**config.mk**
```make
export PLATFORM = sky130hd
export DESIGN_NAME = spi_slave_flat
export DESIGN_NICKNAME = d
export VERILOG_FILES = /design/src/rtl/spi_pkg.sv /design/src/rtl/spi_slave_if.sv /design/src/rtl/spi_sync_edge.sv /design/src/rtl/spi_slave.sv /design/src/flat_wrapper.sv
export SDC_FILE = /design/constraint.sdc
export NUM_CORES = 1
export LEC_CHECK = 0
export CAP_MARGIN = 40
export CORE_MARGIN = 2
export CORE_UTILIZATION = 44
export DETAILED_ROUTE_END_ITERATION = 8
export PLACE_DENSITY = 0.67
export SLEW_MARGIN = 5
export SYNTH_ARGS = -nofsm -noshare
export SYNTH_HDL_FRONTEND = slang
export SYNTH_SLANG_ARGS = --single-unit
```
**constraint.sdc**
```tcl
create_clock -name clk -period 1.88 [get_ports clk]
set_input_delay 0.376 -clock clk [delete_from_list [all_inputs] [get_ports clk]]
set_output_delay 0.376 -clock clk [all_outputs]
set_load 0.05 [all_outputs]
```
**src/rtl/spi_pkg.sv**
```systemverilog
//------------------------------------------------------------------------------
// Module      : spi_pkg
// Description : Shared constants and FSM state type for the SPI responder.
// Revision    : 1.0 - initial release
//------------------------------------------------------------------------------
`default_nettype none

package spi_pkg;

  localparam int SPI_DATA_W = 8;
  localparam logic [SPI_DATA_W-1:0] SPI_IDLE_BYTE = 8'hFF;

  typedef enum logic [1:0] {
    IDLE  = 2'd0,
    LOAD  = 2'd1,
    SHIFT = 2'd2,
    DONE  = 2'd3
  } spi_state_e;

endpackage

`default_nettype wire

```
**src/rtl/spi_slave_if.sv**
```systemverilog
//------------------------------------------------------------------------------
// Module      : spi_slave_if
// Description : SPI pins plus local tx/rx byte handshakes of the SPI responder.
//               SPI_SLAVE_OVERRUN_EN adds the sticky rx_overrun flag.
// Revision    : 1.0 - initial release
//------------------------------------------------------------------------------
`default_nettype none

interface spi_slave_if
  import spi_pkg::*;
#(
  parameter int DATA_W = SPI_DATA_W
);

  logic              sclk;
  logic              ss_n;
  logic              mosi;
  logic              miso;
  logic              miso_oe;
  logic [DATA_W-1:0] tx_data;
  logic              tx_valid;
  logic              tx_ready;
  logic [DATA_W-1:0] rx_data;
  logic              rx_valid;
  logic              rx_ready;
  logic              busy;
`ifdef SPI_SLAVE_OVERRUN_EN
  logic              rx_overrun;
`endif

  modport slave (
    input  sclk, ss_n, mosi, tx_data, tx_valid, rx_ready,
    output miso, miso_oe, tx_ready, rx_data, rx_valid, busy
`ifdef SPI_SLAVE_OVERRUN_EN
    , output rx_overrun
`endif
  );

  modport master (
    output sclk, ss_n, mosi, tx_data, tx_valid, rx_ready,
    input  miso, miso_oe, tx_ready, rx_data, rx_valid, busy
`ifdef SPI_SLAVE_OVERRUN_EN
    , input rx_overrun
`endif
  );

endinterface

`default_nettype wire

```
**src/rtl/spi_sync_edge.sv**
```systemverilog
//------------------------------------------------------------------------------
// Module      : spi_sync_edge
// Description : Two-flop synchroniser for an asynchronous pin with level and
//               single-cycle rise/fall pulses on the synchronised value.
// Revision    : 1.0 - initial release
//------------------------------------------------------------------------------
`default_nettype none

module spi_sync_edge #(
  parameter bit RST_VAL = 1'b0
) (
  input  logic clk,
  input  logic rst,
  input  logic d_in,
  output logic level,
  output logic rise,
  output logic fall
);

  // [0] metastable stage, [1] synchronised level, [2] previous level
  logic [2:0] sync_q, sync_d;

  always_comb begin
    sync_d = {sync_q[1:0], d_in};
  end

  always_ff @(posedge clk) begin
    if (rst) begin
      sync_q <= {3{RST_VAL}};
    end else begin
      sync_q <= sync_d;
    end
  end

  assign level = sync_q[1];
  assign rise  = sync_q[1] & ~sync_q[2];
  assign fall  = ~sync_q[1] & sync_q[2];

endmodule

`default_nettype wire

```
**src/rtl/spi_slave.sv**
```systemverilog
//------------------------------------------------------------------------------
// Module      : spi_slave
// Description : Oversampling SPI responder with tx holding register and rx
//               valid/ready handshake. SPI_SLAVE_OVERRUN_EN adds rx_overrun.
// Revision    : 1.0 - initial release
//------------------------------------------------------------------------------
`default_nettype none

module spi_slave
  import spi_pkg::*;
#(
  parameter int                DATA_W    = SPI_DATA_W,
  parameter bit                CPOL      = 1'b0,
  parameter bit                CPHA      = 1'b0,
  parameter bit                MSB_FIRST = 1'b1,
  parameter logic [DATA_W-1:0] IDLE_BYTE = SPI_IDLE_BYTE
) (
  input logic        clk,
  input logic        rst,
  spi_slave_if.slave bus
);

  localparam int             CNT_W    = $clog2(DATA_W + 1);
  localparam logic [CNT_W-1:0] CNT_LAST = CNT_W'(DATA_W);

  logic sclk_lvl, sclk_rise, sclk_fall;
  logic ss_lvl, ss_rise, ss_fall;

  spi_sync_edge #(.RST_VAL(CPOL)) u_sclk_sync (
    .clk(clk), .rst(rst), .d_in(bus.sclk),
    .level(sclk_lvl), .rise(sclk_rise), .fall(sclk_fall)
  );

  spi_sync_edge #(.RST_VAL(1'b1)) u_ss_sync (
    .clk(clk), .rst(rst), .d_in(bus.ss_n),
    .level(ss_lvl), .rise(ss_rise), .fall(ss_fall)
  );

  spi_state_e        state_q, state_d;
  logic [CNT_W-1:0]  cnt_q, cnt_d;
  logic [DATA_W-1:0] tx_sh_q, tx_sh_d, rx_sh_q, rx_sh_d;
  logic [DATA_W-1:0] hold_q, hold_d, rx_data_q, rx_data_d;
  logic [1:0]        mosi_sync_q, mosi_sync_d;
  logic              hold_full_q, hold_full_d;
  logic              rx_valid_q, rx_valid_d;
  logic              miso_q, miso_d;

  logic              sclk_edge, lead_edge, trail_edge, sample_edge, shift_edge;
  logic              abort, reload, rx_accept;
  logic [DATA_W-1:0] frame_byte;

  function automatic logic head_bit(input logic [DATA_W-1:0] v);
    return MSB_FIRST ? v[DATA_W-1] : v[0];
  endfunction

  function automatic logic [DATA_W-1:0] advance(input logic [DATA_W-1:0] v);
    return MSB_FIRST ? (v << 1) : (v >> 1);
  endfunction

  function automatic logic [DATA_W-1:0] shift_in(input logic [DATA_W-1:0] v, input logic b);
    return MSB_FIRST ? {v[DATA_W-2:0], b} : {b, v[DATA_W-1:1]};
  endfunction

  assign sclk_edge   = sclk_rise | sclk_fall;
  assign lead_edge   = sclk_edge & (sclk_lvl != CPOL);
  assign trail_edge  = sclk_edge & (sclk_lvl == CPOL);
  assign sample_edge = CPHA ? trail_edge : lead_edge;
  assign shift_edge  = CPHA ? lead_edge : trail_edge;
  assign frame_byte  = hold_full_q ? hold_q : IDLE_BYTE;
  assign rx_accept   = rx_valid_q & bus.rx_ready;
  assign abort       = ss_rise & ((state_q == LOAD) | (state_q == SHIFT));

  always_comb begin
    state_d     = state_q;
    cnt_d       = cnt_q;
    tx_sh_d     = tx_sh_q;
    rx_sh_d     = rx_sh_q;
    hold_d      = hold_q;
    hold_full_d = hold_full_q;
    rx_data_d   = rx_data_q;
    rx_valid_d  = rx_valid_q;
    miso_d      = miso_q;
    mosi_sync_d = {mosi_sync_q[0], bus.mosi};
    reload      = 1'b0;

    case (state_q)
      IDLE: begin
        miso_d = 1'b0;
        if (ss_fall) state_d = LOAD;
      end
      LOAD: begin
        reload  = 1'b1;
        state_d = SHIFT;
      end
      SHIFT: begin
        if (sample_edge) begin
          rx_sh_d = shift_in(rx_sh_q, mosi_sync_q[1]);
          cnt_d   = cnt_q + 1'b1;
          if (cnt_q == CNT_LAST - 1'b1) state_d = DONE;
        end
        // In mode CPHA=0 the trailing edge after a frame's last sample must
        // not disturb the first bit already presented for the next frame.
        if (shift_edge && (CPHA || (cnt_q != '0))) begin
          miso_d  = head_bit(tx_sh_q);
          tx_sh_d = advance(tx_sh_q);
        end
      end
      DONE: begin
        rx_data_d = rx_sh_q;
        if (!ss_lvl) begin
          reload  = 1'b1;
          state_d = SHIFT;
        end else begin
          state_d = IDLE;
        end
      end
      default: state_d = IDLE;
    endcase

    if (abort) state_d = IDLE;

    if (reload && !abort) begin
      cnt_d       = '0;
      hold_full_d = 1'b0;
      if (CPHA) begin
        tx_sh_d = frame_byte;
      end else begin
        miso_d  = head_bit(frame_byte);
        tx_sh_d = advance(frame_byte);
      end
    end

    if (bus.tx_valid && !hold_full_q) begin
      hold_d      = bus.tx_data;
      hold_full_d = 1'b1;
    end

    if (rx_accept)         rx_valid_d = 1'b0;
    if (state_q == DONE)   rx_valid_d = 1'b1;
  end

  always_ff @(posedge clk) begin
    if (rst) begin
      state_q     <= IDLE;
      cnt_q       <= '0;
      tx_sh_q     <= '0;
      rx_sh_q     <= '0;
      hold_q      <= '0;
      hold_full_q <= 1'b0;
      rx_data_q   <= '0;
      rx_valid_q  <= 1'b0;
      miso_q      <= 1'b0;
      mosi_sync_q <= '0;
    end else begin
      state_q     <= state_d;
      cnt_q       <= cnt_d;
      tx_sh_q     <= tx_sh_d;
      rx_sh_q     <= rx_sh_d;
      hold_q      <= hold_d;
      hold_full_q <= hold_full_d;
      rx_data_q   <= rx_data_d;
      rx_valid_q  <= rx_valid_d;
      miso_q      <= miso_d;
      mosi_sync_q <= mosi_sync_d;
    end
  end

  assign bus.miso     = miso_q;
  assign bus.miso_oe  = (state_q != IDLE);
  assign bus.busy     = (state_q != IDLE);
  assign bus.tx_ready = ~hold_full_q;
  assign bus.rx_data  = rx_data_q;
  assign bus.rx_valid = rx_valid_q;

`ifdef SPI_SLAVE_OVERRUN_EN
  logic overrun_q, overrun_d;

  always_comb begin
    overrun_d = overrun_q;
    if (rx_accept) overrun_d = 1'b0;
    if ((state_q == DONE) && rx_valid_q && !bus.rx_ready) overrun_d = 1'b1;
  end

  always_ff @(posedge clk) begin
    if (rst) begin
      overrun_q <= 1'b0;
    end else begin
      overrun_q <= overrun_d;
    end
  end

  assign bus.rx_overrun = overrun_q;
`else
  // Without the overrun flag a second DONE silently replaces an unread byte.
`endif

endmodule

`default_nettype wire
```
**src/flat_wrapper.sv**
```systemverilog
// flat-port wrapper written by rule: the top's interface ports become plain ports
module spi_slave_flat import spi_pkg::*;
#(
  parameter int                DATA_W    = SPI_DATA_W,
  parameter bit                CPOL      = 1'b0,
  parameter bit                CPHA      = 1'b0,
  parameter bit                MSB_FIRST = 1'b1,
  parameter logic [DATA_W-1:0] IDLE_BYTE = SPI_IDLE_BYTE
)
  (clk, rst, bus_sclk, bus_ss_n, bus_mosi, bus_tx_data, bus_tx_valid, bus_rx_ready, bus_miso, bus_miso_oe, bus_tx_ready, bus_rx_data, bus_rx_valid, bus_busy);
  spi_slave_if #(.DATA_W(DATA_W)) bus_i ();
  input logic clk;
  input logic rst;
  input wire logic [$bits(bus_i.sclk)-1:0] bus_sclk;
  input wire logic [$bits(bus_i.ss_n)-1:0] bus_ss_n;
  input wire logic [$bits(bus_i.mosi)-1:0] bus_mosi;
  input wire logic [$bits(bus_i.tx_data)-1:0] bus_tx_data;
  input wire logic [$bits(bus_i.tx_valid)-1:0] bus_tx_valid;
  input wire logic [$bits(bus_i.rx_ready)-1:0] bus_rx_ready;
  output wire logic [$bits(bus_i.miso)-1:0] bus_miso;
  output wire logic [$bits(bus_i.miso_oe)-1:0] bus_miso_oe;
  output wire logic [$bits(bus_i.tx_ready)-1:0] bus_tx_ready;
  output wire logic [$bits(bus_i.rx_data)-1:0] bus_rx_data;
  output wire logic [$bits(bus_i.rx_valid)-1:0] bus_rx_valid;
  output wire logic [$bits(bus_i.busy)-1:0] bus_busy;
  assign bus_i.sclk = bus_sclk;
  assign bus_i.ss_n = bus_ss_n;
  assign bus_i.mosi = bus_mosi;
  assign bus_i.tx_data = bus_tx_data;
  assign bus_i.tx_valid = bus_tx_valid;
  assign bus_i.rx_ready = bus_rx_ready;
  assign bus_miso = bus_i.miso;
  assign bus_miso_oe = bus_i.miso_oe;
  assign bus_tx_ready = bus_i.tx_ready;
  assign bus_rx_data = bus_i.rx_data;
  assign bus_rx_valid = bus_i.rx_valid;
  assign bus_busy = bus_i.busy;
  spi_slave #(.DATA_W(DATA_W), .CPOL(CPOL), .CPHA(CPHA), .MSB_FIRST(MSB_FIRST), .IDLE_BYTE(IDLE_BYTE)) u_core (.clk(clk), .rst(rst), .bus(bus_i));
endmodule
```
==> run metrics <==
status=finished clean; reg2reg path depth=5; Crit Path Max Fanout=2; area leader, netlist=dfxtp_1; largest net degree at the start of global routing=44; CP startpoint=u_core.bus.rx_data[2]; worst min-delay path class=reg -> reg; maximum capacitance violations=0; Tmin final=1.81 ns; CP Data Arrival Time=about 1.4 ns; Post-Syn Nets=~220; total CTS buffers=5; final core area utilization=0.554; Synth area leaders=dfxtp_1 49%, mux2i_1 11%, nor2_1 4.6%; Setup TNS=0 ns; Initial Utilization=0.451; Post-Synthesis Cells=between 150 and 200; final hold viol count=0; Most used DFF post-synth=dfxtp_1; die area=about 5000 um2; Post-synth EDFFs=0; ANT cells=0; RR Startpoint=u_core.state_q[0]; Worst-Margin Slew=approximately 0.54 ns; Total Wirelength=3260 um; clock share of power=0.250; fmax=0.553 GHz; Logic pwr share=0.289; max_slew headroom=0.639; fin nets=249; Worst path max stage delay=around 0.80 ns; RSZ-0062 raised after global routing=no; Period Utilization, post-route=0.963; Unique masters post-synth=33; Max Slew Vio Count=0; maximum clock insertion buffer count=2; Die Span Y=~71 um; Pleak=just under 0.9 nW; DRC Markers=0; CP endpoint kind=output port; Total GRT Usage=0.142; Hold-fix buffers, CTS=0; layout cells sized above 1=0.137; CP Class=reg -> out; drt pass-1 iters=4; worst skew pair latency=between 0.2 and 0.3 ns; Port Buf Inserts=27; Area Growth Syn to Fin=22.9%; Via Count=approximately 1400; Pint=around 1.8 mW; Top Family by Delay on Critical Path=buffers and inverters; Async SR Flop Fraction=0; routability cong.=roughly 0.77; clock sink count=48; Reg power frac=0.460; CP Cell Sequence=clkdlybuf4s50_1; YS warnings=0; DP Wirelength=about 2200 um; Setup-failing EPs final=0; vias in the first global route=1262; DP Area=roughly 2300 um2; top cell type's share of synthesized area=0.493; Overflow after GRT=0; antenna violations before repair=0; Setup crit start kind=register; Min Hold Slack=around 0.41 ns; pwr/cell area=between 1000 and 1500 nW/um2; flop-to-flop setup slack=about 0.10 ns; clock root buffer=clkbuf_8; Routed Antenna Nets=0; CTS tree=built; I/O pins=28; HP Start=u_core.u_ss_sync.sync_q[0]; Worst Skew=~0.0068 ns; initial drt markers=87; H-tree depth=2; sequential fraction of the synthesis area=0.493; Worst setup endpoint=bus_rx_data[2]; Site Rows=24; Cell Area, Synth=just under 2000 um2; Syn Area/Cell=~10 um2; Worst IR Drop VDD=0.000607 V; WP data required=roughly 1.5 ns; WL/cell=~12 um; Core Region=4320 um2; #FFs+latches synth=48; first-pass GRT wire length=roughly 5600 um; Sw Ratio=0.308; Worst path depth=1; RR Endpoint=u_core.state_q[1]; Finished Cell Area=around 2400 um2; crit path max-delay cell type=clkdlybuf4s50_1; Die Width=about 70 um; net switching power=0.789 mW; number of buffers and inverters on the critical path=1; clk slew on worst S/H paths=0.08 ns; vias per inst=between 4 and 5
metal layers:
metal / vias up / routed length [um] / track usage
met1: 594 / 1640 / 0.196
met3: 6 / 139 / 0.0228
met5: - / 0 / 0
met4: 0 / 83 / 0.0818
met2: 33 / 1390 / 0.211
li1: 719 / - / -
stage by stage:
| step | setup slack, ns | power, mW | instances |
|---|---|---|---|
| after global routing | 0.00965 | 2.69 | 279 |
| after CTS | 0.0454 | 2.58 | 279 |
| after detailed placement | 0.0765 | 1.94 | 272 |
| final | 0.0703 | 2.56 | 279 |
| after global placement | 0.145 | 1.93 | 272 |
| after floorplan | 0.189 | 1.72 | 199 |
layout make-up:
type                    instances  area, um2
fillers                       402       1930
flip-flops and latches         48        961
multi-input cells             132        906
repair buffers                 32        335
clock buffers                   7       96.3
well taps                      52       65.1
inverters                       8       30.0
cell usage in the layout (no fill, tap or decap), drive strengths merged, types with 7 or more instances in the layout:
| cell type | instances |
|---|---|
| dfxtp | 48 |
| mux2i | 22 |
| nand2 | 21 |
| ha | 7 |
| a211oi | 8 |
| nor3 | 8 |
| clkdlybuf4s50 | 23 |
| clkbuf | 7 |
| nor2 | 24 |
| a21oi | 11 |
| buf | 9 |
| nor2b | 8 |
| inv | 8 |
worst min path at each step:
stage | cells after the start | end | slack (ns)
2_1_floorplan | 1 | u_core.u_ss_sync.sync_q[1] | 0.39
3_3_place_gp | 1 | u_core.u_ss_sync.sync_q[1] | 0.39
3_5_place_dp | 1 | u_core.u_ss_sync.sync_q[1] | 0.40
4_1_cts | 1 | u_core.u_ss_sync.sync_q[1] | 0.41
5_1_grt | 1 | u_core.u_ss_sync.sync_q[1] | 0.43
6_report | 1 | u_core.u_ss_sync.sync_q[1] | 0.41
logic make-up (layout without fill, tap and decap cells):
kind of cell,after synthesis,count (layout),share of synthesized area
mux,22,22,0.113
xor+xnor,3,3,0.0135
flops,48,48,0.493
compound gates,26,26,0.110
simple gates,74,74,0.180
buf+inv,19,47,0.0456
fa+ha+maj,7,7,0.0450
Yosys cell counts (2+ instances only):
| library cell | instances |
|---|---|
| a21oi_1 | 11 |
| ha_1 | 7 |
| inv_1 | 7 |
| nor3_1 | 8 |
| nor2b_1 | 8 |
| xor2_1 | 2 |
| or2_2 | 4 |
| dfxtp_1 | 48 |
| a211oi_2 | 6 |
| nand2b_1 | 3 |
| buf_4 | 2 |
| clkbuf_1 | 6 |
| mux2i_1 | 22 |
| nand2_1 | 21 |
| o21ai_0 | 2 |
| buf_2 | 2 |
| nor2_1 | 24 |
power groups by stage:
stage	combinational [mW]	clock (mW)	sequential, mW
floorplan	0.502	0	1.21
global placement	0.724	0	1.20
CTS	0.735	0.660	1.18
global route	0.798	0.705	1.19
detailed placement	0.731	0	1.20
finish	0.741	0.642	1.18
flip-flops by register name, indices dropped and copies added (netlist names):
name                       flops
u_core.state_q                 2
u_core.bus.rx_data             8
u_core.tx_sh_q                 7
u_core.bus.miso                1
u_core.hold_q                  8
u_core.cnt_q                   4
u_core.bus.rx_valid            1
u_core.u_sclk_sync.sync_q      3
u_core.mosi_sync_q             2
u_core.hold_full_q             1
u_core.u_ss_sync.sync_q        3
u_core.rx_sh_q                 8
repair_timing:
item,in CTS,in global routing
gates resized for setup,0,1
buffers inserted,0,0
endpoints found under the setup margin,0,11
Note: power is estimated with default switching activity, not from simulation.
